==> config.mk <==
export PLATFORM = sky130hd
export DESIGN_NAME = signal_measure_multi_flat
export DESIGN_NICKNAME = d
export VERILOG_FILES = /design/src/rtl/signal_measure_multi_if.sv /design/src/rtl/signal_measure_multi.sv /design/src/flat_wrapper.sv
export SDC_FILE = /design/constraint.sdc
export NUM_CORES = 1
export LEC_CHECK = 0
export BUFFER_PORTS_ARGS = -buffer_cell sky130_fd_sc_hd__buf_4
export CORE_MARGIN = 10
export CORE_UTILIZATION = 45
export CTS_CLUSTER_DIAMETER = 120
export CTS_CLUSTER_SIZE = 12
export DETAILED_ROUTE_END_ITERATION = 16
export GPL_TIMING_DRIVEN = 1
export PLACE_DENSITY = 0.6
export SLEW_MARGIN = 15
export SYNTH_ARGS = -nofsm -noshare
export SYNTH_HDL_FRONTEND = slang
export SYNTH_SLANG_ARGS = --single-unit
==> constraint.sdc <==
create_clock -name clk -period 21.6 [get_ports clk]
set_input_delay 4.32 -clock clk [delete_from_list [all_inputs] [get_ports clk]]
set_output_delay 4.32 -clock clk [all_outputs]
set_load 0.02 [all_outputs]
==> src/rtl/signal_measure_multi_if.sv <==
// Request/result bundle of the multi-channel period/high-time/duty meter.
// master drives the request fields, slave (the meter) drives status and results.
interface signal_measure_multi_if #(
    parameter int NUM_CH = 4,
    parameter int CNT_W  = 32
);
    localparam int CH_W = (NUM_CH > 1) ? $clog2(NUM_CH) : 1;

    logic             start;
    logic [CH_W-1:0]  ch_sel;
    logic [7:0]       num_cycles;
    logic             busy;
    logic             done;
    logic             timeout;
    logic [CNT_W-1:0] period_sum;
    logic [CNT_W-1:0] high_sum;
    logic [CNT_W-1:0] low_sum;
    logic [9:0]       duty_permille;

    modport master (
        output start, ch_sel, num_cycles,
        input  busy, done, timeout, period_sum, high_sum, low_sum, duty_permille
    );

    modport slave (
        input  start, ch_sel, num_cycles,
        output busy, done, timeout, period_sum, high_sum, low_sum, duty_permille
    );
endinterface

==> src/rtl/signal_measure_multi.sv <==
// Multi-channel meter: period/high/low sums and duty permille of one selected channel over N periods.
// Latency: done pulses 12 clk after the terminating rise is seen; timeout aborts after TIMEOUT_CYC idle clocks.
// Backpressure: none; start is accepted only in IDLE and dropped while busy.
module signal_measure_multi #(
    parameter int NUM_CH      = 4,
    parameter int CNT_W       = 32,
    parameter int TIMEOUT_CYC = 50_000_000
) (
    input  logic                  clk,
    input  logic                  rst,
    input  logic [NUM_CH-1:0]     sig_in,
    signal_measure_multi_if.slave bus
);
    localparam int CH_W      = (NUM_CH > 1) ? $clog2(NUM_CH) : 1;
    localparam int WD_W      = $clog2(TIMEOUT_CYC + 1);
    localparam int DV_W      = CNT_W + 10;
    localparam int WD_LAST_I = TIMEOUT_CYC - 1;
    localparam logic [WD_W-1:0] WD_LAST  = WD_LAST_I[WD_W-1:0];
    localparam logic [CH_W:0]   NUM_CH_L = NUM_CH[CH_W:0];

    typedef enum logic [2:0] {
        S_IDLE,
        S_ARM,
        S_MEAS,
        S_DIV,
        S_DONE
    } state_t;

    state_t state_q, state_d;
    logic   abort;

    logic [NUM_CH-1:0] sync1_q, sync2_q, dly_q;
    logic [NUM_CH-1:0] rise;

    logic [CH_W-1:0]  ch_q;
    logic [7:0]       n_q;
    logic [7:0]       edge_cnt;
    logic [WD_W-1:0]  wd_q;
    logic [CNT_W-1:0] period_cnt;
    logic [CNT_W-1:0] high_cnt;
    logic [DV_W-1:0]  rem_q;
    logic [DV_W-1:0]  dsh_q;
    logic [9:0]       quo_q;
    logic [3:0]       it_q;
    logic             div_zero_q;

    logic             busy_q, done_q, timeout_q;
    logic [CNT_W-1:0] period_sum_q, high_sum_q, low_sum_q;
    logic [9:0]       duty_q;

    logic             lvl_sel, rise_sel, wd_expire, period_full, last_rise;
    logic [CNT_W-1:0] fin_period, fin_high;
    logic [DV_W-1:0]  dividend;
    logic [CH_W-1:0]  ch_ok;

    // All channels are synchronised continuously so a switch of ch_sel sees settled history.
    always_ff @(posedge clk) begin
        if (rst) begin
            sync1_q <= '0;
            sync2_q <= '0;
            dly_q   <= '0;
        end else begin
            sync1_q <= sig_in;
            sync2_q <= sync1_q;
            dly_q   <= sync2_q;
        end
    end

    assign rise        = sync2_q & ~dly_q;
    assign lvl_sel     = sync2_q[ch_q];
    assign rise_sel    = rise[ch_q];
    assign wd_expire   = (wd_q == WD_LAST);
    assign period_full = &period_cnt;
    assign last_rise   = rise_sel && ((edge_cnt + 8'd1) == n_q);

    // The terminating MEAS cycle still counts, so the divider is seeded with the post-update sums.
    assign fin_period = period_cnt + CNT_W'(1);
    assign fin_high   = high_cnt + CNT_W'(lvl_sel);
    assign dividend   = DV_W'(fin_high) * DV_W'(1000);
    assign ch_ok      = ({1'b0, bus.ch_sel} >= NUM_CH_L) ? '0 : bus.ch_sel;

    always_ff @(posedge clk) begin
        if (rst) state_q <= S_IDLE;
        else     state_q <= state_d;
    end

    always_comb begin
        state_d = state_q;
        abort   = 1'b0;
        case (state_q)
            S_IDLE: if (bus.start) state_d = S_ARM;
            S_ARM: begin
                if (rise_sel) begin
                    state_d = S_MEAS;
                end else if (wd_expire) begin
                    abort   = 1'b1;
                    state_d = S_IDLE;
                end
            end
            S_MEAS: begin
                if (period_full) begin
                    abort   = 1'b1;
                    state_d = S_IDLE;
                end else if (last_rise) begin
                    state_d = S_DIV;
                end else if (!rise_sel && wd_expire) begin
                    abort   = 1'b1;
                    state_d = S_IDLE;
                end
            end
            S_DIV:   if (it_q == 4'd9) state_d = S_DONE;
            S_DONE:  state_d = S_IDLE;
            default: state_d = S_IDLE;
        endcase
    end

    always_ff @(posedge clk) begin
        if (rst) begin
            ch_q         <= '0;
            n_q          <= '0;
            edge_cnt     <= '0;
            wd_q         <= '0;
            period_cnt   <= '0;
            high_cnt     <= '0;
            rem_q        <= '0;
            dsh_q        <= '0;
            quo_q        <= '0;
            it_q         <= '0;
            div_zero_q   <= 1'b0;
            busy_q       <= 1'b0;
            done_q       <= 1'b0;
            timeout_q    <= 1'b0;
            period_sum_q <= '0;
            high_sum_q   <= '0;
            low_sum_q    <= '0;
            duty_q       <= '0;
        end else begin
            done_q    <= 1'b0;
            timeout_q <= 1'b0;
            case (state_q)
                S_IDLE: begin
                    if (bus.start) begin
                        ch_q   <= ch_ok;
                        n_q    <= (bus.num_cycles == 8'd0) ? 8'd1 : bus.num_cycles;
                        busy_q <= 1'b1;
                        wd_q   <= '0;
                    end
                end
                S_ARM: begin
                    wd_q       <= rise_sel ? '0 : wd_q + WD_W'(1);
                    period_cnt <= '0;
                    high_cnt   <= '0;
                    edge_cnt   <= '0;
                end
                S_MEAS: begin
                    wd_q       <= rise_sel ? '0 : wd_q + WD_W'(1);
                    period_cnt <= fin_period;
                    high_cnt   <= fin_high;
                    if (rise_sel) edge_cnt <= edge_cnt + 8'd1;
                    if (last_rise) begin
                        rem_q      <= dividend;
                        dsh_q      <= {1'b0, fin_period, 9'b0};
                        quo_q      <= '0;
                        it_q       <= '0;
                        div_zero_q <= (fin_period == '0);
                    end
                end
                S_DIV: begin
                    // Quotient never exceeds 1000, so 10 restoring steps from divisor<<9 suffice.
                    if (rem_q >= dsh_q) begin
                        rem_q <= rem_q - dsh_q;
                        quo_q <= {quo_q[8:0], 1'b1};
                    end else begin
                        quo_q <= {quo_q[8:0], 1'b0};
                    end
                    dsh_q <= dsh_q >> 1;
                    it_q  <= it_q + 4'd1;
                end
                S_DONE: begin
                    period_sum_q <= period_cnt;
                    high_sum_q   <= high_cnt;
                    low_sum_q    <= period_cnt - high_cnt;
                    duty_q       <= div_zero_q ? 10'd0 : quo_q;
                    done_q       <= 1'b1;
                    busy_q       <= 1'b0;
                end
                default: ;
            endcase
            if (abort) begin
                done_q    <= 1'b1;
                timeout_q <= 1'b1;
                busy_q    <= 1'b0;
            end
        end
    end

    assign bus.busy          = busy_q;
    assign bus.done          = done_q;
    assign bus.timeout       = timeout_q;
    assign bus.period_sum    = period_sum_q;
    assign bus.high_sum      = high_sum_q;
    assign bus.low_sum       = low_sum_q;
    assign bus.duty_permille = duty_q;
endmodule

==> src/flat_wrapper.sv <==
// flat-port wrapper written by rule: the top's interface ports become plain ports
module signal_measure_multi_flat 
#(
    parameter int NUM_CH      = 4,
    parameter int CNT_W       = 32,
    parameter int TIMEOUT_CYC = 50_000_000
)
  (clk, rst, sig_in, bus_start, bus_ch_sel, bus_num_cycles, bus_busy, bus_done, bus_timeout, bus_period_sum, bus_high_sum, bus_low_sum, bus_duty_permille);
  signal_measure_multi_if #(.NUM_CH(NUM_CH), .CNT_W(CNT_W)) bus_i ();
  input  logic clk;
  input  logic rst;
  input  logic [NUM_CH-1:0] sig_in;
  input wire logic [$bits(bus_i.start)-1:0] bus_start;
  input wire logic [$bits(bus_i.ch_sel)-1:0] bus_ch_sel;
  input wire logic [$bits(bus_i.num_cycles)-1:0] bus_num_cycles;
  output wire logic [$bits(bus_i.busy)-1:0] bus_busy;
  output wire logic [$bits(bus_i.done)-1:0] bus_done;
  output wire logic [$bits(bus_i.timeout)-1:0] bus_timeout;
  output wire logic [$bits(bus_i.period_sum)-1:0] bus_period_sum;
  output wire logic [$bits(bus_i.high_sum)-1:0] bus_high_sum;
  output wire logic [$bits(bus_i.low_sum)-1:0] bus_low_sum;
  output wire logic [$bits(bus_i.duty_permille)-1:0] bus_duty_permille;
  assign bus_i.start = bus_start;
  assign bus_i.ch_sel = bus_ch_sel;
  assign bus_i.num_cycles = bus_num_cycles;
  assign bus_busy = bus_i.busy;
  assign bus_done = bus_i.done;
  assign bus_timeout = bus_i.timeout;
  assign bus_period_sum = bus_i.period_sum;
  assign bus_high_sum = bus_i.high_sum;
  assign bus_low_sum = bus_i.low_sum;
  assign bus_duty_permille = bus_i.duty_permille;
  signal_measure_multi #(.NUM_CH(NUM_CH), .CNT_W(CNT_W), .TIMEOUT_CYC(TIMEOUT_CYC)) u_core (.clk(clk), .rst(rst), .sig_in(sig_in), .bus(bus_i));
endmodule
Word level (Yosys, flattened, before mapping):

Cells that the tools add are included.

* register bits: 331
* memories: 0
* memory bits (read-only): 0
* output and inout port bits: 109
* input bits: 17
* bits in latches: 0
* bits in writable memories: 0
* logic and storage cells: 111

* div/mod/pow operators: 0
* shift operators: 0
* reduce and logical (&&, ||, !) cells: 21
* add/subtract/negate cells: 7
* $mul: 1
* equal/unequal tests: 14
* order comparisons: 2
* multiplexer cells: 42
* bitwise logic cells: 2

Operator list (count)
* $pmux 42 s2: 2
* $pmux 32 s2: 2
* $mux 42: 3
* $mux 26: 2
* $pmux 26 s2: 1
* $ge 42x42->1: 1
* $sub 42x42->42: 1
* $mul 32x7->39 const B: 1
* $add 32x1->32: 1
* $add 32x1->32 const B: 1
* $logic_not 32->1: 1
* $reduce_and 32->1: 1
* $sub 32x32->32: 1
* $add 26x1->26 const B: 1
* $eq 26x26->1 const B: 1
* $mux 3: 7
* $mux 10: 2
* $pmux 10 s2: 1
* $mux 8: 2
* $pmux 8 s2: 1
* $mux 1: 12
* $pmux 3 s4: 1
* $reduce_and 2->1: 6
* $add 8x1->8 const B: 1
* other kinds (25): 36

Depth between registers and ports, before layout:

* depth in word-level cells: 11
* depth in mapped cells: 33
* mapped depth without buffers: 32

Least setup slack after synthesis:

OpenSTA, ideal clock, no wires.

* kind: register -> register
* start point: register u_core.ch_q[0]
* end point: register u_core.rem_q[41]
* buffers on the path: 0
* data arrival time: 6.790 ns
* required time: 21.467 ns
* setup slack: 14.678 ns
* stages on the path, launching flop included: 30
* clock period less this slack: 6.922 ns
* library setup time: 0.133 ns
* path through: dfxtp_1 nand2_1 o211a_1 a31oi_1 ha_1 ha_1 nand3_1 nor3_2 nand3_1 nor4_1 nand2_1 xnor2_1 ha_1 inv_1 xnor2_1 fa_1 fa_1 fa_1 inv_1 ha_1 a21o_1 a31oi_1 o21ai_0 a21o_1 o211ai_1 a31oi_1 a211o_1 a221oi_2 mux2i_1 a31oi_1

* cells in the longest elaborated chain, start to end: 6
* elaborated cells between the ends (all ways): 11
* those cells by class: 1 x add/sub; 1 x mul; 1 x eq/ne; 6 x mux; 2 x reduce/logical

RTL lines
* start, declared: line signal_measure_multi.sv:35 `logic [CH_W-1:0] ch_q;`
* start signal, assigned: line signal_measure_multi.sv:143 `ch_q <= ch_ok;`
* $bmux 1 s2: line signal_measure_multi.sv:70 `assign lvl_sel = sync2_q[ch_q];`
* $mux 1 (not written as such): line signal_measure_multi.sv:70
* $add 32x1->32: line signal_measure_multi.sv:78 `assign fin_high = high_cnt + CNT_W'(lvl_sel);`
* $mul 32x7->39: line signal_measure_multi.sv:79 `assign dividend = DV_W'(fin_high) * DV_W'(1000);`
* $mux 42: line signal_measure_multi.sv:160 `if (last_rise) begin`
* $pmux 42 s2: line signal_measure_multi.sv:140 `case (state_q)`
* end signal, assigned: line signal_measure_multi.sv:161 `rem_q <= dividend;`
* end signal, assigned: line signal_measure_multi.sv:171 `rem_q <= rem_q - dsh_q;`
* end, declared: line signal_measure_multi.sv:41 `logic [DV_W-1:0] rem_q;`

Parallel ways exist; a longest one is shown, timed or not. The select of a mux whose other input is x is not followed.
A chain may end at the register's enable or synchronous reset.

Worst setup path after layout:

Same ends and word-level chain as after synthesis.

==> results by group <==
Setup path
  – CP Launch Point: u_core.ch_q[0]$_SDFFE_PP0P_
  – Crit path launch type: flop
  – Setup Crit Path Kind: flop to flop
  – CP max stage delay: 0.55 ns
  – Critical path peak fanout: 7
  – Worst reg2reg path depth: 29
  – FF-to-FF End: u_core.rem_q[41]$_SDFFE_PP0P_
  – Signal arrival time at the worst endpoint: 8.62 ns
  – Worst Setup End Kind: flop
  – Register-to-register setup slack: 13.40 ns
  – Crit-path slowest cell: fa_1
  – Worst path required time: 22.01 ns
  – Crit path to: u_core.rem_q[41]$_SDFFE_PP0P_
  – R2r startpoint: u_core.ch_q[0]$_SDFFE_PP0P_

Timing
  – Max Slew Vio Count: 0
  – Setup violators final: 0
  – RSZ-0062 raised after global routing: false
  – TNS Setup: 0 ns
  – Slew @ Worst Pin: 1.132 ns
  – Slew headroom: 24.34%
  – F_max: 0.1219 GHz
  – Final Hold Viols: 0
  – Period utilisation layout: 37.98%
  – Post-layout min period: 8.205 ns
  – Setup Skew: 0.02815 ns

Route
  – Drt pass-1 iters: 7
  – Final ANT Viol Nets: 0
  – Final wirelength: 70870 um
  – Wire length per cell: 19.04 um
  – Via density: 5.657
  – DR vias: 21050
  – DRC viols: 0
  – Initial DRC Count: 1395

Placement
  – Placed cell areas: 24900 um2
  – Number of cells after detailed placement: 3683
  – PortBufs: 125
  – Post-DP HPWL: 53460 um
  – Gpl congestion: 0.9376

Logic synthesis
  – Cell Area, Synth: 23630 um2
  – Net Count, Synth: 3311
  – Fraction of registers with async set/reset: 0%
  – Syn avg cell area: 7.804 um2
  – Synthesis-stage register bit count: 330
  – Top-count cell post-synth: nand2_1
  – Synthesized instance count: 3028
  – Register area share after synthesis: 27.96%
  – Cell taking the most area after synthesis: dfxtp_1
  – Top-area cell type share of the netlist area: 27.96%
  – Synth area leaders: dfxtp_1 (28%), fa_1 (9.0%), ha_1 (8.5%), a21oi_1 (7.1%), nand2_1 (6.1%)
  – Synth warn: 0
  – Number of synthesized flops with an enable pin: 0
  – Commonest cells in the netlist: nand2_1 (386), a21oi_1 (334), dfxtp_1 (330)
  – Main flop type after synthesis: dfxtp_1
  – Netlist cell types: 86

Run status
  – Status: finished clean

Power
  – Flop pwr share: 44.9%
  – Power density cells: 53.71 nW/um2
  – Gate power share: 15.6%
  – Worst VDD drop: 0.04358 mV
  – Internal power: 0.0009789 W
  – Net switching power: 0.0004091 W
  – Lkg Pwr: 10.26 nW
  – Clock share of power: 39.5%
  – Sw Ratio: 29.47%

Clocking
  – Setup Fix Bufs, Post-CTS: 0
  – CTS tree: built
  – Hold bufs inserted after CTS: 0
  – Clk sink count: 330
  – Post-CTS Resized: 0
  – TritonCTS Buffers: 34
  – Clk root buf: clkbuf_16
  – Worst-path clk slew: 0.06 ns
  – Skew-Pair Late Insertion Delay: 0.56 ns
  – Clock Path Buffers: 3
  – H-tree depth: 2

Hold path
  – Worst min path class: flop to flop

Cells and area
  – Final std cells w/o fill: 3722
  – Nets: 3322
  – Layout cell share with drive strength beyond 1: 7.528%
  – Layout area overhead: 9.356%
  – End-of-flow core utilization: 50.07%
  – Ant diodes: 0
  – # fillers: 5118
  – Final instance area: 25840 um2

Job
  – Max-Cap Viols: 0

Floorplan
  – Die Ht: 249.2 um
  – Core area: 51610 um2
  – Initial Util: 45.78%
  – Row count: 83
  – # IOs: 126
  – Full die area: 62080 um2
  – Chip width: 249.2 um

GRT
  – Grt ovf: 0
  – GRT Util Overall: 21.77%
  – First-pass GRT wire length: 111700 um
  – Initial antenna violation count: 0
  – Vias in the first global route: 19920
  – Largest net degree at the start of global routing: 94
-- power groups by stage --
stage | sequential, W | combinational, W | clock [W]
5_1_grt | 0.000624 | 0.000237 | 0.000587
4_1_cts | 0.000623 | 0.000214 | 0.000564
3_3_place_gp | 0.000637 | 0.000213 | 0
2_1_floorplan | 0.000634 | 0.000156 | 0
6_report | 0.000623 | 0.000216 | 0.000548
3_5_place_dp | 0.000637 | 0.000212 | 0
-- routing by layer --
layer	share of wire [%]	vias up	track usage (%)	wire length, um
met5	0	-	0	0
li1	-	10370	-	-
met4	3.0	0	7.405	2156
met1	46	10090	29.07	32260
met3	4.8	110	2.691	3414
met2	47	488	35.68	33040
-- critical path: cells and delay by family (launching register included) --
family / cells / cell delay, ns
adders and majority gates: 7 / 2.93
muxes: 1 / 0.22
xor gates and xnor gates: 2 / 0.68
DFF: 1 / 0.42
buffers and inverters: 2 / 0.16
and+or+nand+nor: 6 / 1.43
AOI/OAI and AO/OA: 11 / 2.20
-- metrics by stage --
| stage | hold slack, ns | power [W] | worst slack, ns |
|---|---|---|---|
| floorplan | 0.4138 | 0.0007897 | 14.68 |
| global placement | 0.4409 | 0.0008491 | 13.66 |
| detailed placement | 0.4239 | 0.0008489 | 13.40 |
| CTS | 0.4549 | 0.001402 | 13.35 |
| global route | 0.4659 | 0.001448 | 12.83 |
| finish | 0.4529 | 0.001388 | 13.40 |
-- worst min path at each step --
stage	cells past startpoint	startpoint	end
floorplan	1	u_core.sync1_q[0]$_SDFF_PP0_	u_core.sync2_q[0]$_SDFF_PP0_
global placement	2	u_core.dsh_q[23]$_SDFFE_PP0P_	u_core.dsh_q[23]$_SDFFE_PP0P_
detailed placement	1	u_core.sync1_q[1]$_SDFF_PP0_	u_core.sync2_q[1]$_SDFF_PP0_
CTS	2	u_core.bus.low_sum[9]$_SDFFE_PP0P_	u_core.bus.low_sum[9]$_SDFFE_PP0P_
global route	1	u_core.sync1_q[0]$_SDFF_PP0_	u_core.sync2_q[0]$_SDFF_PP0_
finish	2	u_core.bus.low_sum[9]$_SDFFE_PP0P_	u_core.bus.low_sum[9]$_SDFFE_PP0P_
-- final cells by class --
cell class	instances	area, um2	share of cell area (%)
clock buffers	35	875.8	3.389
clock inverters	4	52.55	0.2034
inverters	270	1013	3.922
multi-input cells	2259	15350	59.42
flip-flops and latches	330	6606	25.57
well taps	680	850.8	3.293
repair buffers	144	1089	4.212
-- kinds of logic after synthesis --
group / share of synthesized area, %
multiplexers: 0.3442
XOR/XNOR: 6.958
AND/OR/NAND/NOR: 20.14
flip-flops: 27.96
buffers and inverters: 7.222
AO/OA/AOI/OAI: 19.80
adder cells (fa/ha/maj): 17.58
-- flip-flops by register name, indices dropped and copies added (netlist names), 8 cells and up --
| signal | cells |
|---|---|
| u_core.bus.period_sum | 32 |
| u_core.bus.high_sum | 32 |
| u_core.wd_q | 26 |
| u_core.edge_cnt | 8 |
| u_core.high_cnt | 32 |
| u_core.rem_q | 42 |
| u_core.dsh_q | 41 |
| u_core.period_cnt | 32 |
| u_core.n_q | 8 |
| u_core.bus.low_sum | 32 |
| u_core.bus.duty_permille | 10 |
| u_core.quo_q | 10 |
-- layout by cell type (no fill, tap or decap), drive strengths merged, types with 6 or more instances in the layout --
master and count:
a221oi 12, nor4 17, buf 144, and2 15, fa 106, xnor2 130
a22oi 60, a211oi 25, mux2i 7, nand3b 18, nand3 111, o31ai 7
nand2 386, clkbuf 35, or2 10, and3 43, nor2b 29, nand2b 11
xor2 56, a31oi 42, nor3 52, a21boi 7, nor2 257, ha 160
o21ai 141, a311oi 10, inv 272, a21o 45, o21a 17, o21bai 14
nand4 39, dfxtp 330, o211ai 11, a211o 6, a21oi 334, or3 14
(Power assumes the default switching activity.)
